===== src/rtl/memctrl_if.sv =====
// memctrl_if: fetch and load/store request channels plus the byte-wide RAM/IO bus.
// master = requesters/memory side, slave = memctrl.
interface memctrl_if;
    logic [7:0]  mem_din;
    logic [7:0]  mem_dout;
    logic [31:0] mem_a;
    logic        mem_wr;
    logic        io_buffer_full;
    logic        if_enable;
    logic [31:0] if_addr;
    logic        if_ready;
    logic [31:0] if_inst;
    logic        lsb_enable;
    logic        lsb_wr;
    logic [31:0] lsb_addr;
    logic [1:0]  lsb_len;
    logic [31:0] lsb_wdata;
    logic        lsb_ready;
    logic [31:0] lsb_rdata;

    modport master (
        output mem_din, io_buffer_full,
        output if_enable, if_addr,
        output lsb_enable, lsb_wr, lsb_addr, lsb_len, lsb_wdata,
        input  mem_dout, mem_a, mem_wr,
        input  if_ready, if_inst, lsb_ready, lsb_rdata
    );

    modport slave (
        input  mem_din, io_buffer_full,
        input  if_enable, if_addr,
        input  lsb_enable, lsb_wr, lsb_addr, lsb_len, lsb_wdata,
        output mem_dout, mem_a, mem_wr,
        output if_ready, if_inst, lsb_ready, lsb_rdata
    );
endinterface


===== src/rtl/memctrl.sv =====
// memctrl: arbitrates fetch and load/store requests onto one byte-wide RAM/IO port,
// serialising each access into bytes and reassembling little-endian words.
module memctrl #(
    parameter logic [1:0] IO_SEL = 2'b11
) (
    input  logic      clk_in,
    input  logic      rst_in,
    input  logic      rdy_in,
    input  logic      clear,
    memctrl_if.slave  bus
);
    localparam logic [1:0] IDLE  = 2'd0;
    localparam logic [1:0] FETCH = 2'd1;
    localparam logic [1:0] LOAD  = 2'd2;
    localparam logic [1:0] STORE = 2'd3;
    localparam logic GRANT_LSB = 1'b0;
    localparam logic GRANT_IF  = 1'b1;

    logic [1:0]  state;
    logic [31:0] base;
    logic [31:0] wdata;
    logic [31:0] buffer;
    logic [2:0]  n;
    logic [2:0]  k;
    logic        last_grant;
    logic        prev_rdy;
    logic [7:0]  held;
    logic [31:0] mem_a_q;
    logic [7:0]  mem_dout_q;
    logic        mem_wr_q;
    logic        if_ready_q;
    logic        lsb_ready_q;
    logic [31:0] if_inst_q;
    logic [31:0] lsb_rdata_q;

    logic [2:0]  lsb_n;
    logic        pick_if;
    logic        pick_lsb;
    logic        is_io;
    logic        grant_io;
    logic [7:0]  din;
    logic [1:0]  idx;
    logic [31:0] merged;
    logic [2:0]  k_inc;
    logic [7:0]  wbyte;

    assign bus.mem_a     = mem_a_q;
    assign bus.mem_dout  = mem_dout_q;
    assign bus.mem_wr    = mem_wr_q & rdy_in;
    assign bus.if_ready  = if_ready_q;
    assign bus.if_inst   = if_inst_q;
    assign bus.lsb_ready = lsb_ready_q;
    assign bus.lsb_rdata = lsb_rdata_q;

    assign pick_if  = bus.if_enable &&
                      (!bus.lsb_enable || last_grant == GRANT_LSB);
    assign pick_lsb = bus.lsb_enable && !pick_if;
    assign is_io    = base[17:16] == IO_SEL;
    assign grant_io = bus.lsb_addr[17:16] == IO_SEL;

    // The byte in flight when rdy_in dropped is parked in held, since the
    // RAM keeps reading the frozen address while we are paused.
    assign din    = prev_rdy ? bus.mem_din : held;
    assign idx    = k[1:0] - 2'd1;
    assign merged = buffer | ({24'b0, din} << {idx, 3'b000});
    assign k_inc  = k + {2'b00, mem_wr_q};

    always_comb begin
        lsb_n = 3'd4;
        case (bus.lsb_len)
            2'd0:    lsb_n = 3'd1;
            2'd1:    lsb_n = 3'd2;
            default: lsb_n = 3'd4;
        endcase
    end

    always_comb begin
        wbyte = wdata[7:0];
        case (k_inc[1:0])
            2'd0:    wbyte = wdata[7:0];
            2'd1:    wbyte = wdata[15:8];
            2'd2:    wbyte = wdata[23:16];
            default: wbyte = wdata[31:24];
        endcase
    end

    always_ff @(posedge clk_in or posedge rst_in) begin
        if (rst_in) begin
            state       <= IDLE;
            base        <= '0;
            wdata       <= '0;
            buffer      <= '0;
            n           <= '0;
            k           <= '0;
            last_grant  <= GRANT_LSB;
            prev_rdy    <= 1'b1;
            held        <= '0;
            mem_a_q     <= '0;
            mem_dout_q  <= '0;
            mem_wr_q    <= 1'b0;
            if_ready_q  <= 1'b0;
            lsb_ready_q <= 1'b0;
            if_inst_q   <= '0;
            lsb_rdata_q <= '0;
        end else begin
            prev_rdy    <= rdy_in;
            if_ready_q  <= 1'b0;
            lsb_ready_q <= 1'b0;
            if (!rdy_in && prev_rdy)
                held <= bus.mem_din;
            if (rdy_in) begin
                unique case (state)
                    IDLE: begin
                        if (!clear && (pick_if || pick_lsb)) begin
                            k      <= '0;
                            buffer <= '0;
                            if (pick_if) begin
                                state      <= FETCH;
                                last_grant <= GRANT_IF;
                                base       <= bus.if_addr;
                                n          <= 3'd4;
                                mem_a_q    <= bus.if_addr;
                            end else begin
                                last_grant <= GRANT_LSB;
                                base       <= bus.lsb_addr;
                                wdata      <= bus.lsb_wdata;
                                n          <= lsb_n;
                                mem_a_q    <= bus.lsb_addr;
                                if (bus.lsb_wr) begin
                                    state      <= STORE;
                                    mem_dout_q <= bus.lsb_wdata[7:0];
                                    mem_wr_q   <= !(grant_io && bus.io_buffer_full);
                                end else begin
                                    state <= LOAD;
                                end
                            end
                        end
                    end
                    FETCH, LOAD: begin
                        if (clear) begin
                            state   <= IDLE;
                            mem_a_q <= '0;
                        end else begin
                            k <= k + 3'd1;
                            if (k != 3'd0)
                                buffer <= merged;
                            if (k + 3'd1 < n)
                                mem_a_q <= base + {29'b0, k} + 32'd1;
                            else
                                mem_a_q <= '0;
                            if (k == n) begin
                                state <= IDLE;
                                if (state == FETCH) begin
                                    if_ready_q <= 1'b1;
                                    if_inst_q  <= merged;
                                end else begin
                                    lsb_ready_q <= 1'b1;
                                    lsb_rdata_q <= merged;
                                end
                            end
                        end
                    end
                    STORE: begin
                        // k only advances on a cycle that actually wrote.
                        if (k_inc == n) begin
                            state       <= IDLE;
                            mem_a_q     <= '0;
                            mem_dout_q  <= '0;
                            mem_wr_q    <= 1'b0;
                            lsb_ready_q <= 1'b1;
                        end else begin
                            k          <= k_inc;
                            mem_a_q    <= base + {29'b0, k_inc};
                            mem_dout_q <= wbyte;
                            mem_wr_q   <= !(is_io && bus.io_buffer_full);
                        end
                    end
                    default: state <= IDLE;
                endcase
            end
        end
    end
endmodule


===== src/flat_wrapper.sv =====
// flat-port wrapper written by rule: the top's interface ports become plain ports
module memctrl_flat 
#(
    parameter logic [1:0] IO_SEL = 2'b11
)
  (clk_in, rst_in, rdy_in, clear, bus_mem_din, bus_io_buffer_full, bus_if_enable, bus_if_addr, bus_lsb_enable, bus_lsb_wr, bus_lsb_addr, bus_lsb_len, bus_lsb_wdata, bus_mem_dout, bus_mem_a, bus_mem_wr, bus_if_ready, bus_if_inst, bus_lsb_ready, bus_lsb_rdata);
  memctrl_if bus_i ();
  input  logic clk_in;
  input  logic rst_in;
  input  logic rdy_in;
  input  logic clear;
  input wire logic [$bits(bus_i.mem_din)-1:0] bus_mem_din;
  input wire logic [$bits(bus_i.io_buffer_full)-1:0] bus_io_buffer_full;
  input wire logic [$bits(bus_i.if_enable)-1:0] bus_if_enable;
  input wire logic [$bits(bus_i.if_addr)-1:0] bus_if_addr;
  input wire logic [$bits(bus_i.lsb_enable)-1:0] bus_lsb_enable;
  input wire logic [$bits(bus_i.lsb_wr)-1:0] bus_lsb_wr;
  input wire logic [$bits(bus_i.lsb_addr)-1:0] bus_lsb_addr;
  input wire logic [$bits(bus_i.lsb_len)-1:0] bus_lsb_len;
  input wire logic [$bits(bus_i.lsb_wdata)-1:0] bus_lsb_wdata;
  output wire logic [$bits(bus_i.mem_dout)-1:0] bus_mem_dout;
  output wire logic [$bits(bus_i.mem_a)-1:0] bus_mem_a;
  output wire logic [$bits(bus_i.mem_wr)-1:0] bus_mem_wr;
  output wire logic [$bits(bus_i.if_ready)-1:0] bus_if_ready;
  output wire logic [$bits(bus_i.if_inst)-1:0] bus_if_inst;
  output wire logic [$bits(bus_i.lsb_ready)-1:0] bus_lsb_ready;
  output wire logic [$bits(bus_i.lsb_rdata)-1:0] bus_lsb_rdata;
  assign bus_i.mem_din = bus_mem_din;
  assign bus_i.io_buffer_full = bus_io_buffer_full;
  assign bus_i.if_enable = bus_if_enable;
  assign bus_i.if_addr = bus_if_addr;
  assign bus_i.lsb_enable = bus_lsb_enable;
  assign bus_i.lsb_wr = bus_lsb_wr;
  assign bus_i.lsb_addr = bus_lsb_addr;
  assign bus_i.lsb_len = bus_lsb_len;
  assign bus_i.lsb_wdata = bus_lsb_wdata;
  assign bus_mem_dout = bus_i.mem_dout;
  assign bus_mem_a = bus_i.mem_a;
  assign bus_mem_wr = bus_i.mem_wr;
  assign bus_if_ready = bus_i.if_ready;
  assign bus_if_inst = bus_i.if_inst;
  assign bus_lsb_ready = bus_i.lsb_ready;
  assign bus_lsb_rdata = bus_i.lsb_rdata;
  memctrl #(.IO_SEL(IO_SEL)) u_core (.clk_in(clk_in), .rst_in(rst_in), .rdy_in(rdy_in), .clear(clear), .bus(bus_i));
endmodule

===== config.mk =====
export PLATFORM = sky130hd
export DESIGN_NAME = memctrl_flat
export DESIGN_NICKNAME = d
export VERILOG_FILES = /design/src/rtl/memctrl_if.sv /design/src/rtl/memctrl.sv /design/src/flat_wrapper.sv
export SDC_FILE = /design/constraint.sdc
export NUM_CORES = 1
export LEC_CHECK = 0
export CORE_MARGIN = 2
export CORE_UTILIZATION = 35
export CTS_BUF_LIST = sky130_fd_sc_hd__clkbuf_4
export DETAILED_ROUTE_END_ITERATION = 8
export GPL_ROUTABILITY_DRIVEN = 1
export PLACE_DENSITY = 0.59
export SLEW_MARGIN = 0
export SYNTH_ARGS = -nofsm -noshare
export SYNTH_HDL_FRONTEND = slang
export SYNTH_SLANG_ARGS = --single-unit

===== constraint.sdc =====
create_clock -name clk_in -period 12.6 [get_ports clk_in]
set_clock_uncertainty 0.1 [all_clocks]
set_input_delay 1.26 -clock clk_in [delete_from_list [all_inputs] [get_ports clk_in]]
set_output_delay 1.26 -clock clk_in [all_outputs]
set_load 0.005 [all_outputs]

==> metrics.md <==
| Metric | Value |
|---|---|
| CP max stage delay | `700 ps` |
| Post-Syn Nets | `1,255` |
| Global-route wire length before repair | `52,100 um` |
| Async S/R FF share, synth | `100%` |
| Synth area leaders | `dfrtp_1, a21oi_1, mux2_2` |
| Final setup viols | `0` |
| Max_slew headroom | `22.2%` |
| FP Rows | `64` |
| Delay-heaviest family, CP | `buffers and inverters` |
| Leak | `5.94 nW` |
| Crit-path max FO | `9` |
| Largest net degree at the start of global routing | `141` |
| DIE AREA | `32,800 sq um` |
| Vias per cell | `5.33` |
| Hold/Removal Path Class | `register to register` |
| Yosys top cell by area | `dfrtp_1` |
| GRT Util Overall | `19.8%` |
| Pins Over Slew Limit | `0` |
| Setup TNS | `0 ps` |
| Vias in the first global route | `9,407` |
| Top cell type's share of synthesized area | `50.1%` |
| CP endpoint kind | `output port` |
| Port buffer count | `220` |
| Total power | `0.00318 W` |
| Chip width | `181 um` |
| IR Drop Worst-Case VDD | `0.000122 V` |
| Fin crit share | `32.3%` |
| Num CTS Buffers | `61` |
| Post-synthesis cell type count | `68` |
| WHS | `385 ps` |
| Initial antenna violation count | `2` |
| Post-synthesis cell count | `1,121` |
| Top Ports | `221` |
| Min Tclk post-route | `4070 ps` |
| Total wire length | `32,500 um` |
| Root Buffer | `clkbuf_4` |
| Fraction of layout cells with a size suffix above 1 | `14.0%` |
| #FFs+latches synth | `221` |
| Area delta synth->final | `29.8%` |
| Critical path cell sequence | `clkdlybuf4s50_1 -> and2_1 -> clkdlybuf4s50_1` |
| DIE HEIGHT | `181 um` |
| # nets final | `1,469` |
| Hold-fix buffers, CTS | `0` |
| CP Class | `input port to output port` |
| Maximum clock rate | `0.246 GHz` |
| Starting Density | `35.7%` |
| WL/cell | `18.3 um` |
| Max-cap viol count | `0` |
| Synth top cells by count | `dfrtp_1, a21oi_1, o21ai_0, nor2_1, nand2_1` |
| Post_cts resized | `0` |
| RSZ-0062 raised after global routing | `no` |
| Post-Place Cells | `1,668` |
| Hold Vio Cnt, Final | `0` |
| First-pass detailed-route iteration total | `6` |
| Final Non-Filler Cells | `1,778` |
| HPWL Detailed | `22,300 um` |
| Mean Syn Cell Area | `9.80 sq um` |
| RePlAce Congestion | `0.882` |
| H-tree depth | `2` |
| CTS tree | `yes` |
| Core Footprint | `30,700 sq um` |
| Clock sink total | `221` |
| Actual slew at the worst max-slew pin | `1170 ps` |
| CP arrival | `2710 ps` |
| Slowest CP cell | `clkdlybuf4s50_1` |
| Startpoint types | `input port` |
| Cell Pwr Density | `223 nW/um^2` |
| CP bufs+invs | `2` |
| Top_reg_cell synth | `dfrtp_1` |
| Congestion Overflow GR | `0` |
| Number of synthesized flops with an enable pin | `0` |
| Worst path required time | `11,240 ps` |
| # Post-CTS Setup Buffers | `0` |
| Status | `finished clean` |
| Most used cell, CP | `clkdlybuf4s50_1` |
| Clk pin slew, worst setup/hold paths | `60 ps` |
| Post-synthesis sequential area ratio | `50.4%` |
| Initial DRC count | `619` |
| Max Root-Sink Buffers | `3` |
| Remaining DRCs | `0` |
| Vias | `9,482` |
| Area of the mapped netlist | `11,000 sq um` |
| Routed Antenna Nets | `0` |
| Ys Warns | `0` |
| Cell with the most instances after synthesis | `dfrtp_1` |
| Worst-Skew Late Latency | `730 ps` |
-- per-stage QoR --
| step | util (%) | setup slack (ps) | cell area, sq um |
|---|---|---|---|
| global placement | 43.8 | 8500 | 13500 |
| CTS | 46.4 | 8520 | 14300 |
| detailed placement | 43.8 | 8410 | 13500 |
| global route | 46.4 | 8460 | 14300 |
| finish | 46.4 | 8530 | 14300 |
| floorplan | - | 5190 | 11000 |
-- cells by family after synthesis --
family / Yosys count / share of synthesized area [%]
muxes: 90 / 9.69
adders and majority gates: 20 / 2.42
AOI/OAI and AO/OA: 386 / 20.0
xor gates and xnor gates: 15 / 1.44
buffers and inverters: 100 / 3.73
DFF: 221 / 50.4
and+or+nand+nor: 289 / 12.4
-- report_power, final --
group          internal (W)  switching, W
Clock              0.000341      0.000314
Sequential         0.000984      0.000245
Combinational      0.000653      0.000642
Total               0.00198       0.00120
-- per-layer routing --
layer	GRT usage [%]	part of all wire (%)
met5	0	0
met4	6.05	2.1
met3	4.11	6.3
met2	31.2	46
met1	27.5	46
-- worst min-delay path, cell delays in order (launching register included) --
cell and delay, ps:
dfrtp_1 350, nand2_1 50, o21ai_0 60
-- layout by cell type (no fill, tap or decap), types with 6 or more instances in the layout --
| cell | Yosys | layout |
|---|---|---|
| a21oi_1 | 172 | 172 |
| a22o_1 | 7 | 7 |
| a22oi_1 | 24 | 24 |
| a31oi_1 | 12 | 12 |
| and2_1 | 6 | 6 |
| buf_4 | 3 | 11 |
| clkbuf_4 | 0 | 94 |
| clkdlybuf4s50_1 | 0 | 220 |
| clkinv_1 | 1 | 8 |
| dfrtp_1 | 220 | 220 |
| ha_1 | 18 | 17 |
| inv_1 | 19 | 18 |
| mux2_2 | 50 | 50 |
| mux2i_1 | 32 | 31 |
| mux4_2 | 8 | 8 |
| nand2_1 | 93 | 92 |
| nand3_1 | 27 | 26 |
| nand4_1 | 11 | 11 |
| nor2_1 | 97 | 96 |
| nor2b_1 | 8 | 8 |
| nor3_1 | 15 | 14 |
| o21ai_0 | 110 | 110 |
| o21ai_1 | 13 | 13 |
| o22ai_1 | 6 | 6 |
| xnor2_1 | 7 | 7 |
| xor2_1 | 6 | 6 |
-- registers in the layout, indices dropped and copies added (netlist names) --
register,count
u_core.base,32
u_core.buffer,32
u_core.bus.if_inst,32
u_core.bus.lsb_rdata,32
u_core.bus.mem_a,32
u_core.wdata,32
u_core.bus.mem_dout,8
u_core.held,8
u_core.k,3
u_core.n,3
u_core.state,2
u_core.bus.if_ready,1
u_core.bus.lsb_ready,1
u_core.last_grant,1
u_core.mem_wr_q,1
u_core.prev_rdy,1
-- cell type report --
cell class | instances | area, sq um
clock buffers | 94 | 706
well taps | 396 | 495
multi-input cells | 800 | 5080
diodes | 2 | 5.00
clock inverters | 14 | 75.1
repair buffers | 231 | 2280
fillers | 3018 | 16500
inverters | 20 | 82.6
flip-flops and latches | 221 | 5530
-- path summary, 6_finish.rpt --
check | start | end | slack, ps | cells past startpoint
setup / recovery | rdy_in | bus_mem_wr | 8530 | 3
hold / removal | u_core.bus.mem_dout[4] | u_core.bus.mem_dout[4] | 380 | 2
setup reg to reg | u_core.k[0] | u_core.bus.mem_a[5] | 8760 | 7
hold reg to reg | u_core.bus.mem_dout[4] | u_core.bus.mem_dout[4] | 380 | 2
max in group asynchronous | rst_in | u_core.last_grant | 9590 | 3
min in group asynchronous | rst_in | u_core.bus.lsb_rdata[22] | 1000 | 2
(Power assumes the default switching activity.)
